`src/rtl/core_pkg.sv`:
```
// Shared definitions for the RV32 core pipeline: register-file addressing
// and the hazard controller state encoding.
package core_pkg;

    localparam int REG_ADDR_W = 5;
    localparam logic [REG_ADDR_W-1:0] REG_X0 = 5'd0;

    typedef enum logic {
        RUN   = 1'b0,
        REDIR = 1'b1
    } hctrl_state_e;

endpackage

```
`src/rtl/sat_counter.sv`:
```
// Saturating up-counter with synchronous reset and clear.
// It sticks at all-ones instead of wrapping.
module sat_counter #(
    parameter int W = 16
) (
    input  logic         clk,
    input  logic         rst,
    input  logic         clr,
    input  logic         inc,
    output logic [W-1:0] count
);

    always_ff @(posedge clk) begin
        // NOTE: sequential state uses non-blocking assignments only, so every
        // flop samples pre-edge values regardless of block evaluation order.
        if (rst || clr) begin
            count <= '0;
        end else if (inc && (count != {W{1'b1}})) begin
            count <= count + W'(1);
        end
    end

endmodule

```
`src/rtl/hazard_ctrl.sv`:
```
// Pipeline sequencing controller for the 5-stage RV32 core. It handles the
// load-use interlock, multi-cycle redirect flush and dmem freeze.
module hazard_ctrl
    import core_pkg::*;
#(
    parameter int REDIRECT_CYCLES = 1,
    parameter int CNT_W           = 16
) (
    input  logic             clk,
    input  logic             rst,
    input  logic [4:0]       id_rs1,
    input  logic [4:0]       id_rs2,
    input  logic             id_use_rs1,
    input  logic             id_use_rs2,
    input  logic [4:0]       ex_rd,
    input  logic             ex_memRead,
    input  logic             ex_redirect,
    input  logic             dmem_busy,
    input  logic             cnt_clr,
    output logic             pc_write_en,
    output logic             ifid_write_en,
    output logic             ifid_flush,
    output logic             idex_bubble,
    output logic             idex_write_en,
    output logic             exmem_write_en,
    output logic [CNT_W-1:0] stall_cnt,
    output logic [CNT_W-1:0] flush_cnt
);

    localparam logic ST_RUN   = logic'(RUN);
    localparam logic ST_REDIR = logic'(REDIR);

    // The redirect cycle itself is the first flush cycle, so REDIR covers
    // the remaining REDIRECT_CYCLES-1 cycles and rcnt counts them down to 0.
    localparam logic [2:0] REDIR_INIT =
        (REDIRECT_CYCLES > 1) ? 3'(REDIRECT_CYCLES - 2) : 3'd0;

    logic       state;
    logic       state_d;
    logic [2:0] rcnt;
    logic [2:0] rcnt_d;
    logic       load_use;
    logic       redirect_taken;
    logic [CNT_W-1:0] stall_q;
    logic [CNT_W-1:0] flush_q;

    assign load_use = ex_memRead && (ex_rd != REG_X0) &&
                      ((id_use_rs1 && (ex_rd == id_rs1)) ||
                       (id_use_rs2 && (ex_rd == id_rs2)));

    always_comb begin
        // NOTE: every output gets a default first, so no path leaves one
        // unassigned and no latch is inferred.
        pc_write_en    = 1'b0;
        ifid_write_en  = 1'b0;
        ifid_flush     = 1'b0;
        idex_bubble    = 1'b0;
        idex_write_en  = 1'b0;
        exmem_write_en = 1'b0;
        redirect_taken = 1'b0;
        state_d        = state;
        rcnt_d         = rcnt;

        if (rst) begin
            state_d = ST_RUN;
            rcnt_d  = 3'd0;
        end else if (dmem_busy) begin
            // Whole pipe holds; EX keeps any redirecting instruction for later.
        end else if (ex_redirect) begin
            pc_write_en    = 1'b1;
            ifid_write_en  = 1'b1;
            ifid_flush     = 1'b1;
            idex_bubble    = 1'b1;
            idex_write_en  = 1'b1;
            exmem_write_en = 1'b1;
            redirect_taken = 1'b1;
            if (REDIRECT_CYCLES > 1) begin
                state_d = ST_REDIR;
                rcnt_d  = REDIR_INIT;
            end else begin
                state_d = ST_RUN;
            end
        end else if (state == ST_REDIR) begin
            // ID holds a flushed NOP here, so a load-use match is spurious.
            pc_write_en    = 1'b1;
            ifid_write_en  = 1'b1;
            ifid_flush     = 1'b1;
            idex_write_en  = 1'b1;
            exmem_write_en = 1'b1;
            if (rcnt == 3'd0) begin
                state_d = ST_RUN;
            end else begin
                rcnt_d = rcnt - 3'd1;
            end
        end else if (load_use) begin
            idex_bubble    = 1'b1;
            idex_write_en  = 1'b1;
            exmem_write_en = 1'b1;
        end else begin
            pc_write_en    = 1'b1;
            ifid_write_en  = 1'b1;
            idex_write_en  = 1'b1;
            exmem_write_en = 1'b1;
        end
    end

    always_ff @(posedge clk) begin
        if (rst) begin
            state <= ST_RUN;
            rcnt  <= 3'd0;
        end else begin
            state <= state_d;
            rcnt  <= rcnt_d;
        end
    end

    sat_counter #(.W(CNT_W)) u_stall_cnt (
        .clk   (clk),
        .rst   (rst),
        .clr   (cnt_clr),
        .inc   (!pc_write_en),
        .count (stall_q)
    );

    sat_counter #(.W(CNT_W)) u_flush_cnt (
        .clk   (clk),
        .rst   (rst),
        .clr   (cnt_clr),
        .inc   (redirect_taken),
        .count (flush_q)
    );

    // Counters read as zero while reset is held, like every other output.
    assign stall_cnt = rst ? '0 : stall_q;
    assign flush_cnt = rst ? '0 : flush_q;

endmodule

```
`config.mk`:
```
export PLATFORM = sky130hd
export DESIGN_NAME = hazard_ctrl
export DESIGN_NICKNAME = d
export VERILOG_FILES = /design/src/rtl/core_pkg.sv /design/src/rtl/sat_counter.sv /design/src/rtl/hazard_ctrl.sv
export SDC_FILE = /design/constraint.sdc
export NUM_CORES = 1
export LEC_CHECK = 0
export CAP_MARGIN = 20
export CORE_ASPECT_RATIO = 2
export CORE_MARGIN = 3
export CORE_UTILIZATION = 42
export DETAILED_ROUTE_END_ITERATION = 10
export GPL_TIMING_DRIVEN = 0
export HOLD_SLACK_MARGIN = 0.1
export PLACE_DENSITY_LB_ADDON = 0.05
export SLEW_MARGIN = 20
export SYNTH_ARGS = -nofsm -noshare
export SYNTH_HDL_FRONTEND = slang
export SYNTH_SLANG_ARGS = --single-unit
export TNS_END_PERCENT = 100
```
`constraint.sdc`:
```
create_clock -name clk -period 2.7 [get_ports clk]
set_input_delay 0.675 -clock clk [delete_from_list [all_inputs] [get_ports clk]]
set_output_delay 0.675 -clock clk [all_outputs]
set_load 0.02 [all_outputs]
```
# Yosys cells after proc, flatten, opt, wreduce, memory -nomap -nowiden
# Index checks and enable logic that the tools add are counted.
word_totals:
  ramBits: 0
  latchBits: 0
  elab_cells: 50
  inputBits: 23
  mem_bits_ro: 0
  n_memories: 0
  output_inout_bits: 38
  register_bits: 36
op_classes:
  addsub: 3
  n_shift: 0
  mux: 24
  eq_ne: 4
  n_div: 0
  multipliers: 0
  bitwise_logic: 3
  reduce_logical: 12
  n_lt_le_gt_ge: 0
ops:
  columns: ["cell", "count"]
  rows:
  - ["$add 16x1->16 const B", 2]
  - ["$mux 16", 2]
  - ["$ne 16x16->1 const B", 2]
  - ["$mux 1", 22]
  - ["$eq 5x5->1", 2]
  - ["$logic_and 1x1->1", 6]
  - ["$reduce_bool 5->1", 1]
  - ["$reduce_and 4->1", 1]
  - ["$logic_not 3->1", 1]
  - ["$not 1->1", 3]
  - ["$sub 3x1->3 const B", 1]
  - ["$logic_or 1x1->1", 2]
  - ["$logic_not 1->1", 1]

# Longest topological paths before layout
logic_depth:
  word_depth: 11
  mapped_depth: 9
  mapped_depth_nobuf: 7

# By module
# Synthesis repeated with hierarchy kept, for this count alone.
unflattened:
  cells_unflattened: 270
  hier_area_um2: 2290.9
modules_own_cells:
  columns: ["mod", "cells_each", "instances", "seq_area_each_um2", "area_each_um2"]
  rows:
  - ["sat_counter", 95, 2, 320.3, 847.1]
  - ["hazard_ctrl", 80, 1, 80.1, 596.8]

# Worst setup path after synthesis
# No wires, ideal clock.
synth_timing:
  path_type: "input to output"
  start: "input port ex_rd[1]"
  end: "output port pc_write_en"
  path_buffers: 3
  required_ps: 2025
  setup_slack_ps: -339
  t_arrival_ps: 2364
  cell_stages: 7
  path_cell_list: "or4_1 > o21ai_0 > o41ai_2 > inv_2 > buf_6 > clkbuf_1 > buf_4"
synth_between:
  elab_chain_len: 9
  elab_cells_between_ends: 13
  classes_between: "2 x eq/ne; 5 x mux; 6 x reduce/logical"
synth_lines:
  columns: ["element", "line_no", "rtl"]
  rows:
  - ["start: declaration", "hazard_ctrl.sv:15", "input logic [4:0] ex_rd,"]
  - ["$eq 5x5->1, on equally long branches", "hazard_ctrl.sv:48, hazard_ctrl.sv:49", null]
  - ["$logic_and 1x1->1, on equally long branches", "hazard_ctrl.sv:48, hazard_ctrl.sv:49", null]
  - ["$logic_or 1x1->1", "hazard_ctrl.sv:48", "((id_use_rs1 && (ex_rd == id_rs1)) ||"]
  - ["$logic_and 1x1->1 *", "hazard_ctrl.sv:47", "assign load_use = ex_memRead && (ex_rd != REG_X0) &&"]
  - ["$mux 1 * (5 in a row)", null, null]
  - ["end: declaration", "hazard_ctrl.sv:20", "output logic pc_write_en,"]
# Every way passes the cells marked *; elsewhere a longest branch is shown, timed or not.

# Worst setup path after layout
layout_timing:
  start: "input port id_rs1[3]"
  end: "output port pc_write_en"
layout_between:
  elab_chain_len: 9
layout_lines:
  columns: ["element", "line_no", "rtl"]
  rows:
  - ["start: declaration", "hazard_ctrl.sv:11", "input logic [4:0] id_rs1,"]
  - ["$eq 5x5->1", "hazard_ctrl.sv:48", null]
  - ["$logic_and 1x1->1", "hazard_ctrl.sv:48", null]
  - ["$logic_or 1x1->1", "hazard_ctrl.sv:48", null]
  - ["$logic_and 1x1->1", "hazard_ctrl.sv:47", null]
  - ["$mux 1", "hazard_ctrl.sv:95", "end else if (load_use) begin"]
  - ["$mux 1", "hazard_ctrl.sv:83", "end else if (state == ST_REDIR) begin"]
  - ["$mux 1", "hazard_ctrl.sv:69", "end else if (ex_redirect) begin"]
  - ["$mux 1", "hazard_ctrl.sv:67", "end else if (dmem_busy) begin"]
  - ["$mux 1", "hazard_ctrl.sv:64", "if (rst) begin"]
# Every way passes these cells.

==> flow_metrics.py <==
metrics = {
    "outcome": {
        "status": "finished, violations left",
        "violations": "negative setup slack",
    },
    "synthesis": {
        "yosysSeqAreaShare_pct": 34.0,
        "synthFlopType": "dfxtp_1",
        "yosysTopAreaCell": "dfxtp_1",
        "ys_async_sr_fraction_pct": 0,
        "synthDistinctLibCells": 39,
        "synth-edff-count": 0,
        "synth_warnings": 0,
        "ys_seq_elements": 36,
        "synthTopCellsByArea": "dfxtp_1 34%, nor2b_1 9.5%, xor2_1 5.4%, xnor2_1 5.0%, nor2_1 4.8%",
        "yosysTopAreaCellShare_pct": 34.0,
        "syn_area_um2": 2120,
        "syn_avg_cell_area_um2": 8.12,
        "synth_nets": 288,
        "netlist_instances": 261,
    },
    "timing": {
        "tightest_slew_ns": 0.981,
        "setup_ws_ns": -0.303,
        "relSlewSlack_pct": 33.7,
        "period_needed_ns": 3.00,
        "slew_viol_final": 0,
        "rsz0062_at_grt": "yes",
        "period_share_pct": 111,
        "setup_viol": 3,
        "max_freq_mhz": 333,
        "finalHoldViolations": 0,
        "fin_setup_tns_ns": -0.729,
        "fin_worst_skew_ns": 0.0112,
    },
    "die": {
        "rows": 36,
        "die_area_um2": 5980,
        "die_h_um": 106,
        "start_util_pct": 43.5,
        "core_area_um2": 4860,
        "io_pins": 61,
        "die_w_um": 56.2,
    },
    "pwr": {
        "power_leakage_nw": 1.25,
        "power_density_nw_per_um2": 349,
        "vdd.ir_drop.worst_mv": 0.318,
    },
    "drt": {
        "first_pass_iters": 4,
        "via_per_inst": 5.37,
        "wl_per_cell_um": 15.0,
        "routed_wl_mm": 6.02,
        "drcViolationCount": 0,
        "drt_iter0_drc": 48,
        "vias": 2157,
        "ant_nets": 0,
    },
    "hold_path": {
        "hp-class": "flip-flop to flip-flop",
        "whs_path_depth": 2,
        "min_to": "u_stall_cnt.count[6]",
        "hp-start": "u_stall_cnt.count[6]",
    },
    "clocking": {
        "cts.sinks": 36,
        "holdBufCountCts": 0,
        "clock_tree.root_cell": "clkbuf_8",
        "clock_path_buffers": 2,
        "cts_inserted_buffers": 5,
        "cts_tree": "done",
        "h-tree-depth": 2,
        "clk_pin_slew_ns": 0.08,
        "clk-insertion-delay-late_ns": 0.29,
    },
    "worst_setup_path": {
        "required_ns": 2.03,
        "r2r-end": "u_stall_cnt.count[1]",
        "reg2reg_from": "u_stall_cnt.count[7]",
        "cp-startpoint": "id_rs1[3]",
        "r2r_cells": 9,
        "worstPathMaxFanout": 4,
        "crit_path_end_kind": "output pin",
        "cpPeakStageDelay_ns": 0.32,
        "cp_slowest_cell": "nor4_4",
        "cp_top_family": "buffers and inverters",
        "critPathMostFrequentCell": "buf_6",
        "crit_buf_inv": 6,
        "start_kind": "input pin",
        "cp_cell_sequence": "buf_6, xor2_2, nor4_4, a32oi_4, o41ai_4, inv_2, buf_6, clkbuf_16, buf_8, buf_6",
        "cp.arrival_ns": 2.33,
        "r2r_setup_slack_ns": 0.36,
        "path_class": "input pin to output pin",
    },
    "final_layout": {
        "layout-drive-gt1-share_pct": 20.3,
        "fill_cells": 453,
        "syn_to_final_growth_pct": 47.1,
        "area.sequential_um2": 721,
        "final_nets": 371,
        "n_antenna_cell": 0,
        "final_area_um2": 3120,
        "multi_input_area_um2": 1400,
    },
    "placed_design": {
        "dp_hpwl_mm": 4.29,
        "dpl-instance-area_um2": 2820,
        "portBuffers": 60,
        "place.gp.congestion": 0.795,
    },
    "global_route": {
        "grt_pass1_wl_mm": 9.49,
        "grt_overflow": 0,
        "antenna_found_initial": 0,
        "grt_max_degree": 13,
        "grt_util_all_layers_pct": 19.9,
        "grt_pass1_vias": 2042,
    },
    "flow_run": {
        "drv_cap": 0,
    },
}
[cell families (layout without fill, tap and decap cells)]
kind of cell,after synthesis,count (layout),share of synthesized area [%]
simple gates,128,128,33.7
compound gates,40,40,12.9
flops,36,36,34.0
xor+xnor,25,25,10.3
buf+inv,25,109,5.26
fa+ha+maj,4,4,2.36
mux,3,3,1.42
[where the power goes]
group / total [mW] / internal (mW) / switching [mW]
Clock: 0.389 / 0.180 / 0.209
Combinational: 0.164 / 0.0806 / 0.0830
Sequential: 0.534 / 0.532 / 0.00220
[layout make-up]
type                       count  area share (%)
sequential                    36            23.1
tap                           57            2.29
inverter                       8           0.964
multi-input combinational    200            44.9
buffer                        16            4.06
timing repair buffer          77            21.9
clock inverter                 3           0.602
clock buffer                   5            2.21
[stage by stage]
stage	power, mW	utilization, %	setup WS (ns)	hold slack [ns]	instances
finish	1.09	64.0	-0.303	0.495	402
global route	1.12	64.0	-0.358	0.513	402
CTS	1.08	61.3	-0.300	0.491	398
detailed placement	0.672	57.9	-1.31	0.480	378
global placement	0.672	57.9	-1.29	0.473	378
floorplan	0.608	-	-0.0654	0.452	261
[how the worst max path moves through the flow]
| stage | endpoint | slack (ns) | cells after the start |
|---|---|---|---|
| 3_5_place_dp | pc_write_en | -1.31 | 10 |
| 4_1_cts | pc_write_en | -0.30 | 10 |
| 6_report | pc_write_en | -0.30 | 10 |
| 5_1_grt | pc_write_en | -0.36 | 10 |
| 2_1_floorplan | pc_write_en | -0.07 | 8 |
| 3_3_place_gp | pc_write_en | -1.29 | 10 |
[repair_timing]
item                       4_1_cts  5_1_grt
gates cloned                     0        0
gates resized for setup        108       28
setup buffers                   12        6
setup endpoints to repair       54       15
pin swaps                       13        5
[worst min-delay path, stage by stage, from the launching register on]
cell	delay [ns]
dfxtp_1	0.34
nand2_1	0.06
mux2i_1	0.05
[cell usage after synthesis (2+ instances only)]
| cell | n |
|---|---|
| o21ai_0 | 3 |
| a21oi_1 | 15 |
| xnor2_1 | 12 |
| buf_4 | 2 |
| o31ai_1 | 10 |
| clkbuf_1 | 11 |
| dfxtp_1 | 36 |
| o21a_1 | 3 |
| nand3_1 | 12 |
| nand2_1 | 14 |
| or3_1 | 4 |
| and3_1 | 4 |
| nor2b_1 | 32 |
| buf_2 | 2 |
| nor3_1 | 3 |
| ha_1 | 4 |
| mux2i_1 | 3 |
| or4_1 | 11 |
| nor2_1 | 27 |
| inv_1 | 7 |
| xor2_1 | 13 |
| nor4_1 | 7 |
| nand4_1 | 5 |
| and4_1 | 5 |
| a211oi_1 | 2 |
[flip-flops by register name, summed over array words and instances (netlist names)]
signal / count
u_flush_cnt.count: 16
u_stall_cnt.count: 16
rcnt: 3
state: 1
[cells in the final DEF (no fill, tap or decap), drive strengths merged, types with 3 or more instances in the layout]
master,count
dfxtp,36
clkdlybuf4s50,12
clkbuf,17
xor2,13
or3,4
clkinv,3
ha,4
and4,5
o31ai,10
nor2b,32
and3,4
buf,36
a21oi,15
dlygate4sd2,29
or4,11
o21ai,3
nor3,3
nand3,12
o21a,3
nor2,27
nand4,5
nand2,14
mux2i,3
nor4,8
inv,8
xnor2,12
[metal layers]
layer | wire (um) | part of all wire, % | vias up | track usage, %
met3 | 180 | 3.0 | 15 | 2.67
met2 | 3450 | 57 | 55 | 39.7
met5 | 0 | 0 | - | 0
li1 | - | - | 1087 | -
met4 | 260 | 4.3 | 0 | 10.0
met1 | 2130 | 35 | 1000 | 18.7
Power figures use the tool's default switching activity.
